--- src/rtl/regfile_wport_arb_pkg.sv ---
// Shared types for the register-file writeback arbiter: queue entry, request
// bundle and the default queue depth.
package regfile_wport_arb_pkg;

  localparam int DEPTH_DEF = 4;

  typedef struct packed {
    logic [4:0]  rd;
    logic [31:0] dat;
  } wb_entry_t;

  typedef struct packed {
    logic        vld;
    logic [4:0]  rd;
    logic [31:0] dat;
  } wb_req_t;

  function automatic wb_entry_t mk_entry(input wb_req_t req);
    wb_entry_t e;
    e.rd  = req.rd;
    e.dat = req.dat;
    return e;
  endfunction

endpackage

--- src/rtl/regfile_wport_arb_if.sv ---
// Writeback bundle: two request channels, the register-file write port,
// decode read indices with the hazard flag, and queue occupancy.
interface regfile_wport_arb_if #(parameter int DEPTH = 4) ();

  logic                       alu_vld;
  logic [4:0]                 alu_rd;
  logic [31:0]                alu_dat;
  logic                       alu_rdy;
  logic                       mem_vld;
  logic [4:0]                 mem_rd;
  logic [31:0]                mem_dat;
  logic                       mem_rdy;
  logic                       wr_en;
  logic [4:0]                 wr_addr;
  logic [31:0]                wr_dat;
  logic [4:0]                 rs1_ind;
  logic [4:0]                 rs2_ind;
  logic                       hazard;
  logic [$clog2(DEPTH):0]     cnt;

  modport slave (
    input  alu_vld, alu_rd, alu_dat, mem_vld, mem_rd, mem_dat, rs1_ind, rs2_ind,
    output alu_rdy, mem_rdy, wr_en, wr_addr, wr_dat, hazard, cnt
  );

  modport master (
    output alu_vld, alu_rd, alu_dat, mem_vld, mem_rd, mem_dat, rs1_ind, rs2_ind,
    input  alu_rdy, mem_rdy, wr_en, wr_addr, wr_dat, hazard, cnt
  );

endinterface

--- src/rtl/regfile_wport_arb_wb_fifo.sv ---
// In-order pending-write queue with up to two pushes (a before b) and one pop
// per cycle; exposes per-slot rd and validity for the hazard compare.
module wb_fifo
  import regfile_wport_arb_pkg::*;
#(
  parameter int DEPTH = DEPTH_DEF
) (
  input  logic                          clk,
  input  logic                          rst_n,
  input  logic                          push_a,
  input  wb_entry_t                     data_a,
  input  logic                          push_b,
  input  wb_entry_t                     data_b,
  input  logic                          pop,
  output wb_entry_t                     head,
  output logic [$clog2(DEPTH):0]        cnt,
  output logic [DEPTH-1:0]              vld_vec,
  output logic [DEPTH-1:0][4:0]         rd_vec
);

  localparam int AW = $clog2(DEPTH);

  logic [AW-1:0] wr_ptr_r;
  logic [AW-1:0] rd_ptr_r;
  logic [AW:0]   cnt_r;
  wb_entry_t     mem_r [DEPTH];

  // Pointers and occupancy; pointers wrap naturally since DEPTH is a power of two.
  always_ff @(posedge clk or negedge rst_n) begin
    if (!rst_n) begin
      wr_ptr_r <= {AW{1'b0}};
      rd_ptr_r <= {AW{1'b0}};
      cnt_r    <= {(AW+1){1'b0}};
    end else begin
      wr_ptr_r <= wr_ptr_r + AW'(push_a) + AW'(push_b);
      rd_ptr_r <= rd_ptr_r + AW'(pop);
      cnt_r    <= cnt_r + (AW+1)'(push_a) + (AW+1)'(push_b) - (AW+1)'(pop);
    end
  end

  // Entry storage; validity comes from the pointers, so no reset is needed here.
  always_ff @(posedge clk) begin
    if (push_a) mem_r[wr_ptr_r] <= data_a;
    if (push_b) mem_r[wr_ptr_r + AW'(1)] <= data_b;
  end

  for (genvar i = 0; i < DEPTH; i++) begin : g_slot
    logic [AW-1:0] off_s;
    assign off_s      = AW'(i) - rd_ptr_r;
    assign vld_vec[i] = ({1'b0, off_s} < cnt_r);
    assign rd_vec[i]  = mem_r[i].rd;
  end

  assign head = mem_r[rd_ptr_r];
  assign cnt  = cnt_r;

endmodule

--- src/rtl/regfile_wport_arb.sv ---
// Register-file write-port arbiter: merges ALU and load writebacks into one
// queue, drains one write per cycle and flags read-after-write hazards.
module regfile_wport_arb
  import regfile_wport_arb_pkg::*;
#(
  parameter int DEPTH = DEPTH_DEF
) (
  input  logic                 clk,
  input  logic                 rst_n,
  regfile_wport_arb_if.slave   bus
);

  localparam int AW = $clog2(DEPTH);

  wb_req_t                alu_req_s;
  wb_req_t                mem_req_s;
  wb_entry_t              data_a_s;
  wb_entry_t              data_b_s;
  wb_entry_t              head_s;
  logic                   push_a_s;
  logic                   push_b_s;
  logic                   pop_s;
  logic                   rdy_s;
  logic                   alu_acc_s;
  logic                   mem_acc_s;
  logic                   dual_s;
  logic                   rr_r;
  logic [AW:0]            cnt_s;
  logic [DEPTH-1:0]       vld_vec_s;
  logic [DEPTH-1:0][4:0]  rd_vec_s;
  logic                   hazard_s;
  logic                   wr_en_r;
  logic [4:0]             wr_addr_r;
  logic [31:0]            wr_dat_r;

  assign alu_req_s = '{vld: bus.alu_vld, rd: bus.alu_rd, dat: bus.alu_dat};
  assign mem_req_s = '{vld: bus.mem_vld, rd: bus.mem_rd, dat: bus.mem_dat};

  // Two free slots guarantee room for a dual push regardless of the pop.
  assign rdy_s     = (cnt_s <= (AW+1)'(DEPTH - 2));
  assign alu_acc_s = alu_req_s.vld & rdy_s & (alu_req_s.rd != 5'd0);
  assign mem_acc_s = mem_req_s.vld & rdy_s & (mem_req_s.rd != 5'd0);
  assign dual_s    = alu_acc_s & mem_acc_s;
  assign pop_s     = (cnt_s != (AW+1)'(0));

  // Order accepted requests into push slots a (older) and b (younger).
  always_comb begin
    push_a_s = 1'b0;
    push_b_s = 1'b0;
    data_a_s = mk_entry(mem_req_s);
    data_b_s = mk_entry(alu_req_s);
    if (dual_s) begin
      push_a_s = 1'b1;
      push_b_s = 1'b1;
      if (rr_r) begin
        data_a_s = mk_entry(alu_req_s);
        data_b_s = mk_entry(mem_req_s);
      end else begin
        data_a_s = mk_entry(mem_req_s);
        data_b_s = mk_entry(alu_req_s);
      end
    end else if (alu_acc_s) begin
      push_a_s = 1'b1;
      data_a_s = mk_entry(alu_req_s);
    end else if (mem_acc_s) begin
      push_a_s = 1'b1;
      data_a_s = mk_entry(mem_req_s);
    end else begin
      push_a_s = 1'b0;
    end
  end

  wb_fifo #(.DEPTH(DEPTH)) u_wb_fifo (
    .clk     (clk),
    .rst_n   (rst_n),
    .push_a  (push_a_s),
    .data_a  (data_a_s),
    .push_b  (push_b_s),
    .data_b  (data_b_s),
    .pop     (pop_s),
    .head    (head_s),
    .cnt     (cnt_s),
    .vld_vec (vld_vec_s),
    .rd_vec  (rd_vec_s)
  );

  // Round-robin pointer and registered write port.
  always_ff @(posedge clk or negedge rst_n) begin
    if (!rst_n) begin
      rr_r      <= 1'b0;
      wr_en_r   <= 1'b0;
      wr_addr_r <= 5'd0;
      wr_dat_r  <= 32'd0;
    end else begin
      rr_r    <= rr_r ^ dual_s;
      wr_en_r <= pop_s;
      if (pop_s) begin
        wr_addr_r <= head_s.rd;
        wr_dat_r  <= head_s.dat;
      end
    end
  end

  // Hazard: any nonzero read index matching a queued rd or the write in flight.
  always_comb begin
    hazard_s = 1'b0;
    for (int i = 0; i < DEPTH; i++) begin
      hazard_s = hazard_s | (vld_vec_s[i] &
                 (((bus.rs1_ind != 5'd0) & (rd_vec_s[i] == bus.rs1_ind)) |
                  ((bus.rs2_ind != 5'd0) & (rd_vec_s[i] == bus.rs2_ind))));
    end
    hazard_s = hazard_s | (wr_en_r &
               (((bus.rs1_ind != 5'd0) & (wr_addr_r == bus.rs1_ind)) |
                ((bus.rs2_ind != 5'd0) & (wr_addr_r == bus.rs2_ind))));
  end

  assign bus.alu_rdy = rdy_s;
  assign bus.mem_rdy = rdy_s;
  assign bus.wr_en   = wr_en_r;
  assign bus.wr_addr = wr_addr_r;
  assign bus.wr_dat  = wr_dat_r;
  assign bus.hazard  = hazard_s;
  assign bus.cnt     = cnt_s;

endmodule

--- src/flat_wrapper.sv ---
// flat-port wrapper written by rule: the top's interface ports become plain ports
module regfile_wport_arb_flat import regfile_wport_arb_pkg::*;
#(
  parameter int DEPTH = DEPTH_DEF
)
  (clk, rst_n, bus_alu_vld, bus_alu_rd, bus_alu_dat, bus_mem_vld, bus_mem_rd, bus_mem_dat, bus_rs1_ind, bus_rs2_ind, bus_alu_rdy, bus_mem_rdy, bus_wr_en, bus_wr_addr, bus_wr_dat, bus_hazard, bus_cnt);
  regfile_wport_arb_if #(.DEPTH(DEPTH)) bus_i ();
  input  logic clk;
  input  logic rst_n;
  input wire logic [$bits(bus_i.alu_vld)-1:0] bus_alu_vld;
  input wire logic [$bits(bus_i.alu_rd)-1:0] bus_alu_rd;
  input wire logic [$bits(bus_i.alu_dat)-1:0] bus_alu_dat;
  input wire logic [$bits(bus_i.mem_vld)-1:0] bus_mem_vld;
  input wire logic [$bits(bus_i.mem_rd)-1:0] bus_mem_rd;
  input wire logic [$bits(bus_i.mem_dat)-1:0] bus_mem_dat;
  input wire logic [$bits(bus_i.rs1_ind)-1:0] bus_rs1_ind;
  input wire logic [$bits(bus_i.rs2_ind)-1:0] bus_rs2_ind;
  output wire logic [$bits(bus_i.alu_rdy)-1:0] bus_alu_rdy;
  output wire logic [$bits(bus_i.mem_rdy)-1:0] bus_mem_rdy;
  output wire logic [$bits(bus_i.wr_en)-1:0] bus_wr_en;
  output wire logic [$bits(bus_i.wr_addr)-1:0] bus_wr_addr;
  output wire logic [$bits(bus_i.wr_dat)-1:0] bus_wr_dat;
  output wire logic [$bits(bus_i.hazard)-1:0] bus_hazard;
  output wire logic [$bits(bus_i.cnt)-1:0] bus_cnt;
  assign bus_i.alu_vld = bus_alu_vld;
  assign bus_i.alu_rd = bus_alu_rd;
  assign bus_i.alu_dat = bus_alu_dat;
  assign bus_i.mem_vld = bus_mem_vld;
  assign bus_i.mem_rd = bus_mem_rd;
  assign bus_i.mem_dat = bus_mem_dat;
  assign bus_i.rs1_ind = bus_rs1_ind;
  assign bus_i.rs2_ind = bus_rs2_ind;
  assign bus_alu_rdy = bus_i.alu_rdy;
  assign bus_mem_rdy = bus_i.mem_rdy;
  assign bus_wr_en = bus_i.wr_en;
  assign bus_wr_addr = bus_i.wr_addr;
  assign bus_wr_dat = bus_i.wr_dat;
  assign bus_hazard = bus_i.hazard;
  assign bus_cnt = bus_i.cnt;
  regfile_wport_arb #(.DEPTH(DEPTH)) u_core (.clk(clk), .rst_n(rst_n), .bus(bus_i));
endmodule
--- config.mk ---
export PLATFORM = sky130hd
export DESIGN_NAME = regfile_wport_arb_flat
export DESIGN_NICKNAME = d
export VERILOG_FILES = /design/src/rtl/regfile_wport_arb_pkg.sv /design/src/rtl/regfile_wport_arb_if.sv /design/src/rtl/regfile_wport_arb_wb_fifo.sv /design/src/rtl/regfile_wport_arb.sv /design/src/flat_wrapper.sv
export SDC_FILE = /design/constraint.sdc
export NUM_CORES = 1
export LEC_CHECK = 0
export ABC_AREA = 1
export CELL_PAD_IN_SITES_DETAIL_PLACEMENT = 1
export CELL_PAD_IN_SITES_GLOBAL_PLACEMENT = 2
export CORE_ASPECT_RATIO = 1.75
export CORE_UTILIZATION = 36
export DETAILED_ROUTE_END_ITERATION = 6
export PLACE_DENSITY_LB_ADDON = 0.08
export REMOVE_ABC_BUFFERS = 1
export SLEW_MARGIN = 40
export SYNTH_ARGS = -nofsm -noshare
export SYNTH_HDL_FRONTEND = slang
export SYNTH_HIERARCHICAL = 1
export SYNTH_SLANG_ARGS = --single-unit
--- constraint.sdc ---
create_clock -name clk -period 7.1 [get_ports clk]
set_input_delay 1.42 -clock clk [delete_from_list [all_inputs] [get_ports clk]]
set_output_delay 1.42 -clock clk [all_outputs]
set_load 0.03 [all_outputs]
==> flow_metrics.py <==
metrics = {
    "floorplan": {
        "start_util_pct": 36.5,
        "die_y_um": 246,
        "coreArea_mm2": 0.0336,
        "io_pins": 132,
        "die_area_mm2": 0.0348,
        "dieWidth_um": 142,
        "rows": 89,
    },
    "power_and_ir_drop": {
        "power_density_mw_per_mm2": 421,
        "ir_worst_vdd_uv": 220,
        "power.share.clock_pct": 16.4,
        "switching_power_mw": 2.71,
        "netSwitchingFraction_pct": 45.8,
        "p_leak_nw": 6.63,
        "pwr-share-comb_pct": 51.1,
        "p_int_mw": 3.21,
        "pwr-share-seq_pct": 32.5,
    },
    "detailed_routing": {
        "wl_um": 41300,
        "via_per_inst": 5.12,
        "dr.pass1.iters": 4,
        "dr_total_vias": 10700,
        "antenna_left": 0,
        "drc": 0,
        "wl_per_cell_um": 19.8,
        "drt_iter0_drc": 434,
    },
    "synth": {
        "synthFlopType": "edfxtp_1",
        "synth_edf_count": 148,
        "ys_types": 30,
        "ys_seq_elements": 194,
        "synth_top_area_cell": "edfxtp_1",
        "synth.most_common_cell": "nand2_1",
        "netlist_area_mm2": 0.0123,
        "yosysWarnings": 6,
        "postSynthAreaPerCell_um2": 7.78,
        "synth_area_leaders": "edfxtp_1, nand2_1, dfrtp_1, nand4_1, inv_1",
        "yosysSeqAreaShare_pct": 45.6,
        "synthTopCellsByCount": "nand2_1, edfxtp_1, inv_1",
        "synth_top_area_share_pct": 36.2,
        "ys_async_sr_fraction_pct": 23.7,
        "netlist_instances": 1576,
    },
    "finish": {
        "layout-drive-gt1-share_pct": 8.47,
        "nNetsFinal": 1714,
        "diodes": 0,
        "syn_to_final_growth_pct": 14.8,
        "final_util_pct": 41.9,
    },
    "timing": {
        "min_period_ns": 5.16,
        "period_share_pct": 72.6,
        "rsz0062_at_grt": "no",
        "hold_viol": 0,
        "slew_headroom_pct": 47.8,
        "setup_viol": 0,
        "tns_ns": 0,
        "worst_pin_slew_ns": 0.783,
        "fin_worst_skew_ns": 0.0104,
        "max_freq_mhz": 194,
        "slew_viol_final": 0,
    },
    "setup_path": {
        "reg2reg_depth": 8,
        "critPathSlowestCell": "clkdlybuf4s50_1",
        "r2r-start": "u_core/u_wb_fifo/cnt[0]",
        "path_common_cell": "nand2_1",
        "cp.required_ns": 5.68,
        "r2r_slack_ns": 3.60,
        "path_max_fanout": 7,
        "cp-start-kind": "primary input",
        "endpoint_kind": "output port",
        "arrival_ns": 3.74,
        "crit_type": "primary input to output port",
        "critPathMaxStageDelay_ns": 0.69,
        "path_cells": "clkdlybuf4s50_1, inv_1, nand2_1, nand2_1, nor2_1, nand3_1, nand2_1, nand2_1, nand2_1, nor2_1, nand2_1, clkdlybuf4s50_1",
        "r2r_end": "u_core/u_wb_fifo/mem_r[3][4]",
    },
    "min_path": {
        "hp-class": "flip-flop to flip-flop",
        "worstHoldEndpoint": "u_core/bus.wr_dat[23]",
        "hold_path_depth": 1,
        "worstHoldStart": "u_core/bus.wr_dat[23]",
    },
    "global_route": {
        "grt_pass1_vias": 11200,
        "antenna_found_initial": 0,
        "grt_max_degree": 75,
        "grt_first_pass_wirelength_um": 64000,
        "track_usage_pct": 24.7,
        "grt-ovfl-total": 0,
    },
    "cts": {
        "cts_setup_buffers": 0,
        "cts_sinks": 194,
        "cts_resized": 0,
        "ctsHtreeMaxLevel": 4,
        "clock_path_buffers": 2,
        "clk_latency_ns": 0.46,
        "holdBufCountCts": 0,
        "cts.clk_slew.worst_paths_ns": 0.07,
        "cts_tree": "built",
        "cts-root-buf": "clkbuf_16",
        "cts_buffers": 17,
    },
    "job": {
        "cap_violations": 0,
    },
    "placed_design": {
        "place.gp.congestion": 0.836,
        "dpl.hpwl_um": 25000,
        "portBuffers": 131,
    },
    "status": {
        "status": "finished clean",
    },
}
## registers in the layout, indices dropped and copies added (netlist names)
name and count:
u_core/u_wb_fifo/cnt 3, u_core/u_wb_fifo/wr_ptr_r 2, u_core/bus.wr_addr 5, u_core/rr_r 1, u_core/u_wb_fifo/rd_ptr_r 2, u_core/bus.wr_dat 32
u_core/bus.wr_en 1, u_core/u_wb_fifo/mem_r 148
## power groups by stage
stage	Combinational, mW	Sequential (mW)	Clock, mW
after floorplan	1.51	2.23	0
after global placement	3.00	1.94	0
after detailed placement	3.07	1.96	0
after CTS	3.08	1.94	0.992
after global routing	3.34	1.97	1.02
final	3.03	1.93	0.972
## layer usage
metal	GRT usage (%)	wire [um]	part of all wire [%]	vias to the layer above
li1	-	-	-	5103
met1	26.8	16400	40	5300
met2	47.3	22600	55	203
met3	3.30	1220	3.0	66
met4	10.1	1210	2.9	0
met5	0	0	0	-
## layout make-up
class | instances | area, um2
timing repair buffer | 152 | 1490
tap | 455 | 569
fill | 4128 | 19500
sequential | 194 | 5600
clock inverter | 10 | 109
inverter | 116 | 440
multi-input combinational | 1136 | 5420
clock buffer | 22 | 454
## placed cells by master, fill, tap and decap left out, drive strengths merged
cell type / count
inv: 117
xor2: 18
buf: 22
nand2: 740
ha: 6
dfrtp: 46
nand3: 52
xnor2: 20
a22oi: 1
nor2: 69
clkinvlp: 2
and2: 1
nand3b: 1
o21ai: 76
nand4: 76
mux2: 35
clkinv: 5
nor3: 1
edfxtp: 148
clkbuf: 22
clkdlybuf4s50: 130
a21oi: 37
bufinv: 2
fa: 3
## cells by family after synthesis
kind of cell               after synthesis  synth area share (%)
DFF                                    194                  45.6
AOI/OAI and AO/OA                      114                  5.62
muxes                                   35                  3.21
buffers and inverters                  246                  10.6
adders and majority gates                9                  1.10
xor gates and xnor gates                38                  2.71
and+or+nand+nor                        940                  31.1
## how the worst max path moves through the flow
| stage | to | slack (ns) | from | cells after the start |
|---|---|---|---|---|
| floorplan | u_core/u_wb_fifo/mem_r[0][0] | 1.37 | bus_mem_rd[2] | 6 |
| global placement | bus_hazard | 1.97 | bus_rs2_ind[1] | 12 |
| detailed placement | bus_hazard | 1.97 | bus_rs2_ind[1] | 11 |
| CTS | bus_hazard | 1.97 | bus_rs2_ind[1] | 11 |
| global route | bus_hazard | 1.80 | bus_rs1_ind[4] | 12 |
| finish | bus_hazard | 1.94 | bus_rs2_ind[0] | 12 |
## through the flow
step	std cells	area (um2)	setup WS, ns	power [mW]	hold WS (ns)
3_3_place_gp	2052	13500	1.97	4.95	0.490
3_5_place_dp	2053	13500	1.97	5.03	0.495
6_report	2085	14100	1.94	5.93	0.506
2_1_floorplan	1446	11400	1.37	3.74	0.481
4_1_cts	2085	14100	1.97	6.01	0.512
5_1_grt	2085	14100	1.80	6.33	0.524
## worst max-delay path: cells and delay by family
kind	cells	cell delay [ns]
buf+inv	3	1.47
simple gates	9	0.84
Note: power is estimated with default switching activity, not from simulation.
